===== src/rtl/mem_arbiter.sv =====
// -----------------------------------------------------------------------------
// mem_arbiter
//
// Shares a single RAM port between the icache fill port and the dcache
// fill/writeback port of one CPU. One requester is granted at a time and the
// grant is held until the RAM reports ACCESS, reports ERROR, times out, or the
// requester withdraws. dcache has priority; a starvation counter forces an
// icache grant after STARVE_LIMIT consecutive dcache grants taken while iREN
// was pending. Every transaction is followed by one IDLE turnaround cycle.
//
// Optional build macro:
//   MEM_ARB_STATS_EN  adds saturating counters igrants/dgrants/aborts.
//
// Parameters:
//   STARVE_LIMIT  dcache grants allowed while iREN waits (must fit in CW bits)
//   TIMEOUT       grant cycles without ACCESS before the grant is aborted
//   CW            width of the timeout, starvation and stats counters
//
// Ports:
//   CLK, nRST             clock, synchronous active-low reset
//   iREN, iaddr           icache read request / word address
//   iwait, iload          icache wait (low one cycle on completion) / data
//   dREN, dWEN            dcache read / write request (write wins)
//   daddr, dstore         dcache word address / write data
//   dwait, dload          dcache wait (low one cycle on completion) / data
//   ramREN, ramWEN        RAM read / write enable
//   ramaddr, ramstore     RAM address / write data
//   ramload, ramstate     RAM read data / status (FREE, BUSY, ACCESS, ERROR)
//   merr                  sticky error flag (RAM ERROR or timeout)
//   igrants, dgrants,     completed transactions per requester and aborted
//   aborts                grants (MEM_ARB_STATS_EN only)
// -----------------------------------------------------------------------------
module mem_arbiter #(
    parameter int unsigned STARVE_LIMIT = 4,
    parameter int unsigned TIMEOUT      = 255,
    parameter int unsigned CW           = 8
) (
    input  logic          CLK,
    input  logic          nRST,
    input  logic          iREN,
    input  logic [31:0]   iaddr,
    output logic          iwait,
    output logic [31:0]   iload,
    input  logic          dREN,
    input  logic          dWEN,
    input  logic [31:0]   daddr,
    input  logic [31:0]   dstore,
    output logic          dwait,
    output logic [31:0]   dload,
    output logic          ramREN,
    output logic          ramWEN,
    output logic [31:0]   ramaddr,
    output logic [31:0]   ramstore,
    input  logic [31:0]   ramload,
    input  logic [1:0]    ramstate,
    output logic          merr
`ifdef MEM_ARB_STATS_EN
    ,
    output logic [CW-1:0] igrants,
    output logic [CW-1:0] dgrants,
    output logic [CW-1:0] aborts
`endif
);

    localparam logic [1:0] RS_ACCESS = 2'd2;
    localparam logic [1:0] RS_ERROR  = 2'd3;

    typedef enum logic [1:0] {
        IDLE   = 2'd0,
        DGRANT = 2'd1,
        IGRANT = 2'd2
    } state_t;

    state_t        state_q;
    logic [CW-1:0] starve_q;
    logic [CW-1:0] tcnt_q;
    logic          merr_q;

    logic [CW-1:0] starve_d;
    logic [CW-1:0] tcnt_d;

    logic          d_req;
    logic          g_req;
    logic          in_grant;
    logic          access;
    logic          done;
    logic          fault;
    logic          withdraw;

    // Increment that holds once the limit is reached.
    function automatic logic [CW-1:0] sat_inc(input logic [CW-1:0] v,
                                              input logic [CW-1:0] lim);
        return (v >= lim) ? v : v + CW'(1);
    endfunction

    assign d_req    = dREN | dWEN;
    assign in_grant = (state_q == DGRANT) || (state_q == IGRANT);
    // Request line of whichever requester currently holds the grant.
    assign g_req    = (state_q == DGRANT) ? d_req :
                      (state_q == IGRANT) ? iREN  : 1'b0;
    assign access   = (ramstate == RS_ACCESS);
    assign done     = g_req & access;
    // A timeout is handled exactly like a RAM ERROR; ACCESS in the same
    // cycle still counts as a completion.
    assign fault    = g_req & ~access &
                      ((ramstate == RS_ERROR) || (tcnt_q == CW'(TIMEOUT)));
    assign withdraw = in_grant & ~g_req;

    assign starve_d = sat_inc(starve_q, CW'(STARVE_LIMIT));
    assign tcnt_d   = sat_inc(tcnt_q, '1);

    assign iload = ramload;
    assign dload = ramload;
    assign merr  = merr_q;

    // RAM side and wait outputs are decoded from the current state. Enables
    // follow the live request so a withdrawal drops them in the same cycle.
    always_comb begin
        iwait    = 1'b1;
        dwait    = 1'b1;
        ramREN   = 1'b0;
        ramWEN   = 1'b0;
        ramaddr  = '0;
        ramstore = '0;
        case (state_q)
            DGRANT: begin
                ramaddr = daddr;
                if (dWEN) begin
                    ramWEN   = 1'b1;
                    ramstore = dstore;
                end else begin
                    ramREN = dREN;
                end
                dwait = ~done;
            end
            IGRANT: begin
                ramaddr = iaddr;
                ramREN  = iREN;
                iwait   = ~done;
            end
            default: ;
        endcase
    end

`ifdef MEM_ARB_STATS_EN
    logic [CW-1:0] igrants_q;
    logic [CW-1:0] dgrants_q;
    logic [CW-1:0] aborts_q;

    assign igrants = igrants_q;
    assign dgrants = dgrants_q;
    assign aborts  = aborts_q;

    always_ff @(posedge CLK) begin
        if (!nRST) begin
            igrants_q <= '0;
            dgrants_q <= '0;
            aborts_q  <= '0;
        end else begin
            if (done && state_q == DGRANT) dgrants_q <= sat_inc(dgrants_q, '1);
            if (done && state_q == IGRANT) igrants_q <= sat_inc(igrants_q, '1);
            if (withdraw || fault)         aborts_q  <= sat_inc(aborts_q, '1);
        end
    end
`endif

    always_ff @(posedge CLK) begin
        if (!nRST) begin
            state_q  <= IDLE;
            starve_q <= '0;
            tcnt_q   <= '0;
            merr_q   <= 1'b0;
        end else begin
            case (state_q)
                IDLE: begin
                    tcnt_q <= '0;
                    if (iREN && starve_q == CW'(STARVE_LIMIT)) begin
                        state_q  <= IGRANT;
                        starve_q <= '0;
                    end else if (d_req) begin
                        state_q  <= DGRANT;
                        // Only dcache wins taken over a waiting icache count.
                        starve_q <= iREN ? starve_d : '0;
                    end else if (iREN) begin
                        state_q  <= IGRANT;
                        starve_q <= '0;
                    end else begin
                        starve_q <= '0;
                    end
                end
                DGRANT, IGRANT: begin
                    if (!access) tcnt_q <= tcnt_d;
                    if (fault)   merr_q <= 1'b1;
                    // Completion, error/timeout and withdrawal all return to
                    // IDLE, which provides the turnaround cycle.
                    if (done || fault || withdraw) state_q <= IDLE;
                end
                default: state_q <= IDLE;
            endcase
        end
    end

endmodule


===== config.mk =====
export PLATFORM = sky130hd
export DESIGN_NAME = mem_arbiter
export DESIGN_NICKNAME = d
export VERILOG_FILES = /design/src/rtl/mem_arbiter.sv
export SDC_FILE = /design/constraint.sdc
export NUM_CORES = 1
export LEC_CHECK = 0
export BUFFER_PORTS_ARGS = -buffer_cell sky130_fd_sc_hd__buf_4
export CAP_MARGIN = 20
export CORE_MARGIN = 4
export CORE_UTILIZATION = 25
export CTS_BUF_LIST = sky130_fd_sc_hd__clkbuf_4 sky130_fd_sc_hd__clkbuf_8
export DETAILED_ROUTE_END_ITERATION = 7
export PLACE_DENSITY = 0.64
export SYNTH_ARGS = -nofsm -noshare
export SYNTH_HDL_FRONTEND = slang
export SYNTH_SLANG_ARGS = --single-unit

===== constraint.sdc =====
create_clock -name CLK -period 2.9 [get_ports CLK]
set_clock_uncertainty 0.05 [all_clocks]
set_input_delay 0.29 -clock CLK [delete_from_list [all_inputs] [get_ports CLK]]
set_output_delay 0.29 -clock CLK [all_outputs]
set_load 0.1 [all_outputs]

### Word level (Yosys, flattened, before mapping)

Index checks and enable logic that the tools add are counted.

* $lt $le $gt $ge: 2
* add/subtract/negate cells: 2
* eq/ne operators: 11
* multiplexer cells: 23
* reduce and logical (&&, ||, !) cells: 12
* bitwise logic cells: 8

Operator list (count)
* 32-bit two-way mux: 2
* 32-bit case mux with 2 select lines: 1
* 8-bit two-way mux: 6
* 8-bit by 1-bit adder with 8-bit output (second input constant): 2
* 8-bit case mux with 2 select lines: 1
* 8-bit by 3-bit equality test with 1-bit output (second input constant): 1
* 8-bit equality test (second input constant): 1
* 8-bit by 3-bit greater-or-equal comparator with 1-bit output (second input constant): 1
* 8-bit greater-or-equal comparator (second input constant): 1
* 2-bit two-way mux: 4
* 1-bit two-way mux: 7
* 2-bit equality test (second input constant): 3
* 2-bit != test (second input constant): 3
* 2-bit AND reduction: 3
* 1-bit bitwise AND: 4
* 1-bit logical OR: 4
* 4-bit by 3-bit != test with 1-bit output (second input constant): 1
* 4-bit != test (second input constant): 1
* 2-bit case mux with 2 select lines: 1
* 1-bit inverter: 3
* 3-bit AND reduction: 1
* 2-bit by 1-bit equality test with 1-bit output (second input constant): 1
* 2-bit zero test: 1
* 1-bit case mux with 2 select lines: 1
* other kinds (4): 4

* input bits: 135
* flip-flop bits (word level): 19
* output and inout port bits: 133
* logic and storage cells: 62

### Longest topological paths before layout

* depth after elaboration: 9
* gate-level depth with buffers: 7
* mapped depth without buffers: 6

### Least setup slack after synthesis

OpenSTA, ideal clock, no wires.

* path kind: register to output
* from: register state_q[1]
* to: output ramREN
* cell stages (with the launch flop): 7
* setup slack: -597 ps
* path buffers: 2
* arrival time: 3157 ps
* required time: 2560 ps
* cell sequence: dfxtp_1 -> inv_1 -> ha_1 -> buf_2 -> clkbuf_1 -> nand3b_1 -> a21boi_0

* longest elaborated chain between the ends: 2
* elaborated cells on any way between the ends: 3
* those cells by class: eq/ne: 2; mux: 1

Ends and longest elaborated chain
* from (decl): RTL line 74 `state_t state_q;`
* from (signal assigned): RTL line 169 `state_q <= IDLE;`
* from (signal assigned): RTL line 178 `state_q <= IGRANT;`
* from (signal assigned): RTL line 181 `state_q <= DGRANT;`
* 2-bit equality test / 2-bit by 1-bit equality test with 1-bit output (equally long branches): RTL line 125 `case (state_q)`
* 1-bit case mux with 2 select lines (*): RTL line 125
* to (decl): RTL line 50 `output logic ramREN,`

Every way passes the cells marked *; elsewhere a longest branch is shown, timed or not.

### Worst setup path in the final report

* from: register state_q[1]
* to: output iwait

* longest elaborated chain between the ends: 6
* elaborated cells on any way between the ends: 7
* those cells by class: eq/ne: 2; mux: 3; bitwise: 2

Ends and longest elaborated chain
* 2-bit equality test: RTL line 100, 125
* 1-bit two-way mux: RTL line 100 `(state_q == IGRANT) ? iREN : 1'b0;`
* 1-bit two-way mux: RTL line 99 `assign g_req = (state_q == DGRANT) ? d_req :`
* 1-bit bitwise AND: RTL line 102 `assign done = g_req & access;`
* 1-bit inverter: RTL line 139 `iwait = ~done;`
* 1-bit two-way mux (*): RTL line 125
* to (decl): RTL line 42 `output logic iwait,`

Marked as above.

==> results.toml <==
[outcome]
outcome = "finished, final reports clean"

[floorplan]
die_w_microns = 105
rows = 34
io_pins = 268
coreArea_sq_um = 8890
die-area_sq_um = 10900
initial_core_util_pct = 26.2
chipHeight_microns = 105

[sta]
worst_slew_pin_slew_ps = 613
fmax_mhz = 419
min_period_ps = 2390
hold_ws_ps = 307
report.final.setup_viol = 0
slew_headroom_pct = 59.2
setup_tns_ps = 0
rsz0062_at_grt = "false"
slew_violations = 0
period_share_pct = 82.4
hold_viol_final = 0

[routing]
drtPass1Iterations = 4
route.detailed.wl_per_inst_microns = 18.1
vias = 2556
drt-total-wl_microns = 9180
final_antenna_net_count = 0
drt_iter0_markers = 129
via_per_inst = 5.03
route.detailed.drc = 0

[critical_path]
crit_end = "iwait"
arrival_ps = 2050
r2r_cells = 7
crit_type = "reg -> out"
ff2ff_setup_slack_ps = 690
cp-end-kind = "output port"
critical_path.max_fanout = 32
cp-startpoint = "state_q[1]"
worstPathRequired_ps = 2560
r2r_end = "state_q[0]"
r2r-start = "state_q[1]"
cp-start-kind = "register"

[layout]
n_antenna_cell = 0
drive_gt1_share_pct = 47.8
syn_to_final_growth_pct = 39.5
mostFrequentLayoutCell = "buf_4"
final_cells = 508
multi_input_area_sq_um = 1340
n_fill_cell = 932
final_cell_mix = "buf_4, and3_1, a22oi_1, nor2b_1, dfxtp_1"
num-nets-final = 542
final-seq-area_sq_um = 380

[logic_synthesis]
avgSynthCellArea_sq_um = 7.56
syn_area_sq_um = 2330
synth_cell_types = 49
synth_nets = 449
async_flop_share_pct = 0
yosys_warnings = 0
synth_edf_count = 0
synthesis.instances = 308
ys_seq_area_share_pct = 16.3
ys_seq_elements = 19
synthFlopType = "dfxtp_1"

[power_and_ir_drop]
power.leakage_nw = 1.62
powerDensity_nw_per_um2 = 397
vdd_drop_max_uv = 222

[clock_network]
cts_buffer_depth = 2
hold_buffers = 0
tritoncts = "yes"
clk_latency_ps = 260
numCtsBuffers = 3
path_clk_slew_ps = 70
clock-sinks = 19
postCtsSetupRepairBufs = 0
root_buffer = "clkbuf_8"
cts-htree-levels = 1
ctsResizeCount = 0

[placement]
gp_congestion = 0.845
dp.cells = 504
portBuffers = 171
hpwlAfterDp_microns = 7590

[global_route]
grt_pass1_wl_microns = 13700
grt_max_degree = 38
grt.overflow.total = 0
antenna_found_initial = 0
grt_pass1_vias = 2460
grt_usage_pct = 15.1

[run]
drv_cap = 0

[worst_hold_path]
hold_class = "in -> reg"
## critical path, cell delays in order, from the launching register on
cell and delay (ps):
dfxtp_1 330, inv_1 80, ha_2 530, or3b_1 420
o2111ai_1 90, buf_4 320
## metrics by stage
stage          area, sq um  worst slack, ps  total power [mW]  util (%)
6_report              3250              511              1.29      36.6
5_1_grt               3250              387              1.35      36.6
4_1_cts               3250              513              1.30      36.6
3_5_place_dp          3200              716              1.11      36.0
3_3_place_gp          3200              790              1.10      36.0
2_1_floorplan         2330              138              1.28         -
## flip-flops by register name, indices dropped and copies added, names as in the netlist
| register | flops |
|---|---|
| state_q | 2 |
| starve_q | 8 |
| tcnt_q | 8 |
| merr | 1 |
## routing by layer
layer / wire [microns] / global-route usage, % / share of wire (%) / up-vias
li1: - / - / - / 1212
met1: 3450 / 18.3 / 38 / 1179
met2: 4410 / 25.7 / 48 / 159
met3: 1230 / 6.54 / 13 / 6
met4: 94 / 1.61 / 1.0 / 0
met5: 0 / 0 / 0 / -
## kinds of logic after synthesis
kind of cell	Yosys count	share of synthesized area [%]
and+or+nand+nor	117	30.2
buffers and inverters	96	26.4
AOI/OAI and AO/OA	66	22.2
DFF	19	16.3
adders and majority gates	6	3.22
muxes	3	1.34
xor gates and xnor gates	1	0.376
## where the power goes
part	switching, mW	internal [mW]	total (mW)
registers	0.00876	0.271	0.279
logic	0.565	0.256	0.820
clock network	0.0947	0.0956	0.190
total	0.668	0.622	1.29
## worst min path at each step
| stage | slack (ps) | cells after the start | start | to |
|---|---|---|---|---|
| after global routing | 300 | 2 | nRST | tcnt_q[0] |
| after floorplan | 400 | 2 | state_q[1] | state_q[1] |
| final | 310 | 2 | nRST | tcnt_q[0] |
| after global placement | 410 | 1 | merr | merr |
| after detailed placement | 410 | 1 | merr | merr |
| after CTS | 300 | 2 | nRST | tcnt_q[0] |
## Yosys cell counts, drive strengths merged (2+ instances only)
master | n | share of area, %
buf | 68 | 22
and3 | 36 | 9.7
a22oi | 32 | 10
nor2b | 32 | 8.6
clkbuf | 20 | 3.3
dfxtp | 19 | 16
nand2 | 11 | 1.8
nor2 | 10 | 1.6
inv | 8 | 1.3
nand3 | 7 | 1.5
ha | 6 | 3.2
a31oi | 5 | 1.3
o2111ai | 5 | 1.9
a2111o | 4 | 1.9
nor3 | 4 | 1.1
o21a | 4 | 1.3
a21boi | 3 | 0.97
and2 | 3 | 0.81
nand3b | 3 | 0.97
o21ai | 3 | 0.81
a21oi | 2 | 0.43
and4 | 2 | 0.81
mux2i | 2 | 0.86
nand2b | 2 | 0.86
or2 | 2 | 0.54
## area by class of cell
class	count	share of cell area (%)
well taps	108	4.16
clock inverters	1	0.154
inverters	8	0.924
flip-flops and latches	19	11.7
clock buffers	3	1.27
repair buffers	176	40.6
multi-input cells	193	41.1
(Power assumes the default switching activity.)
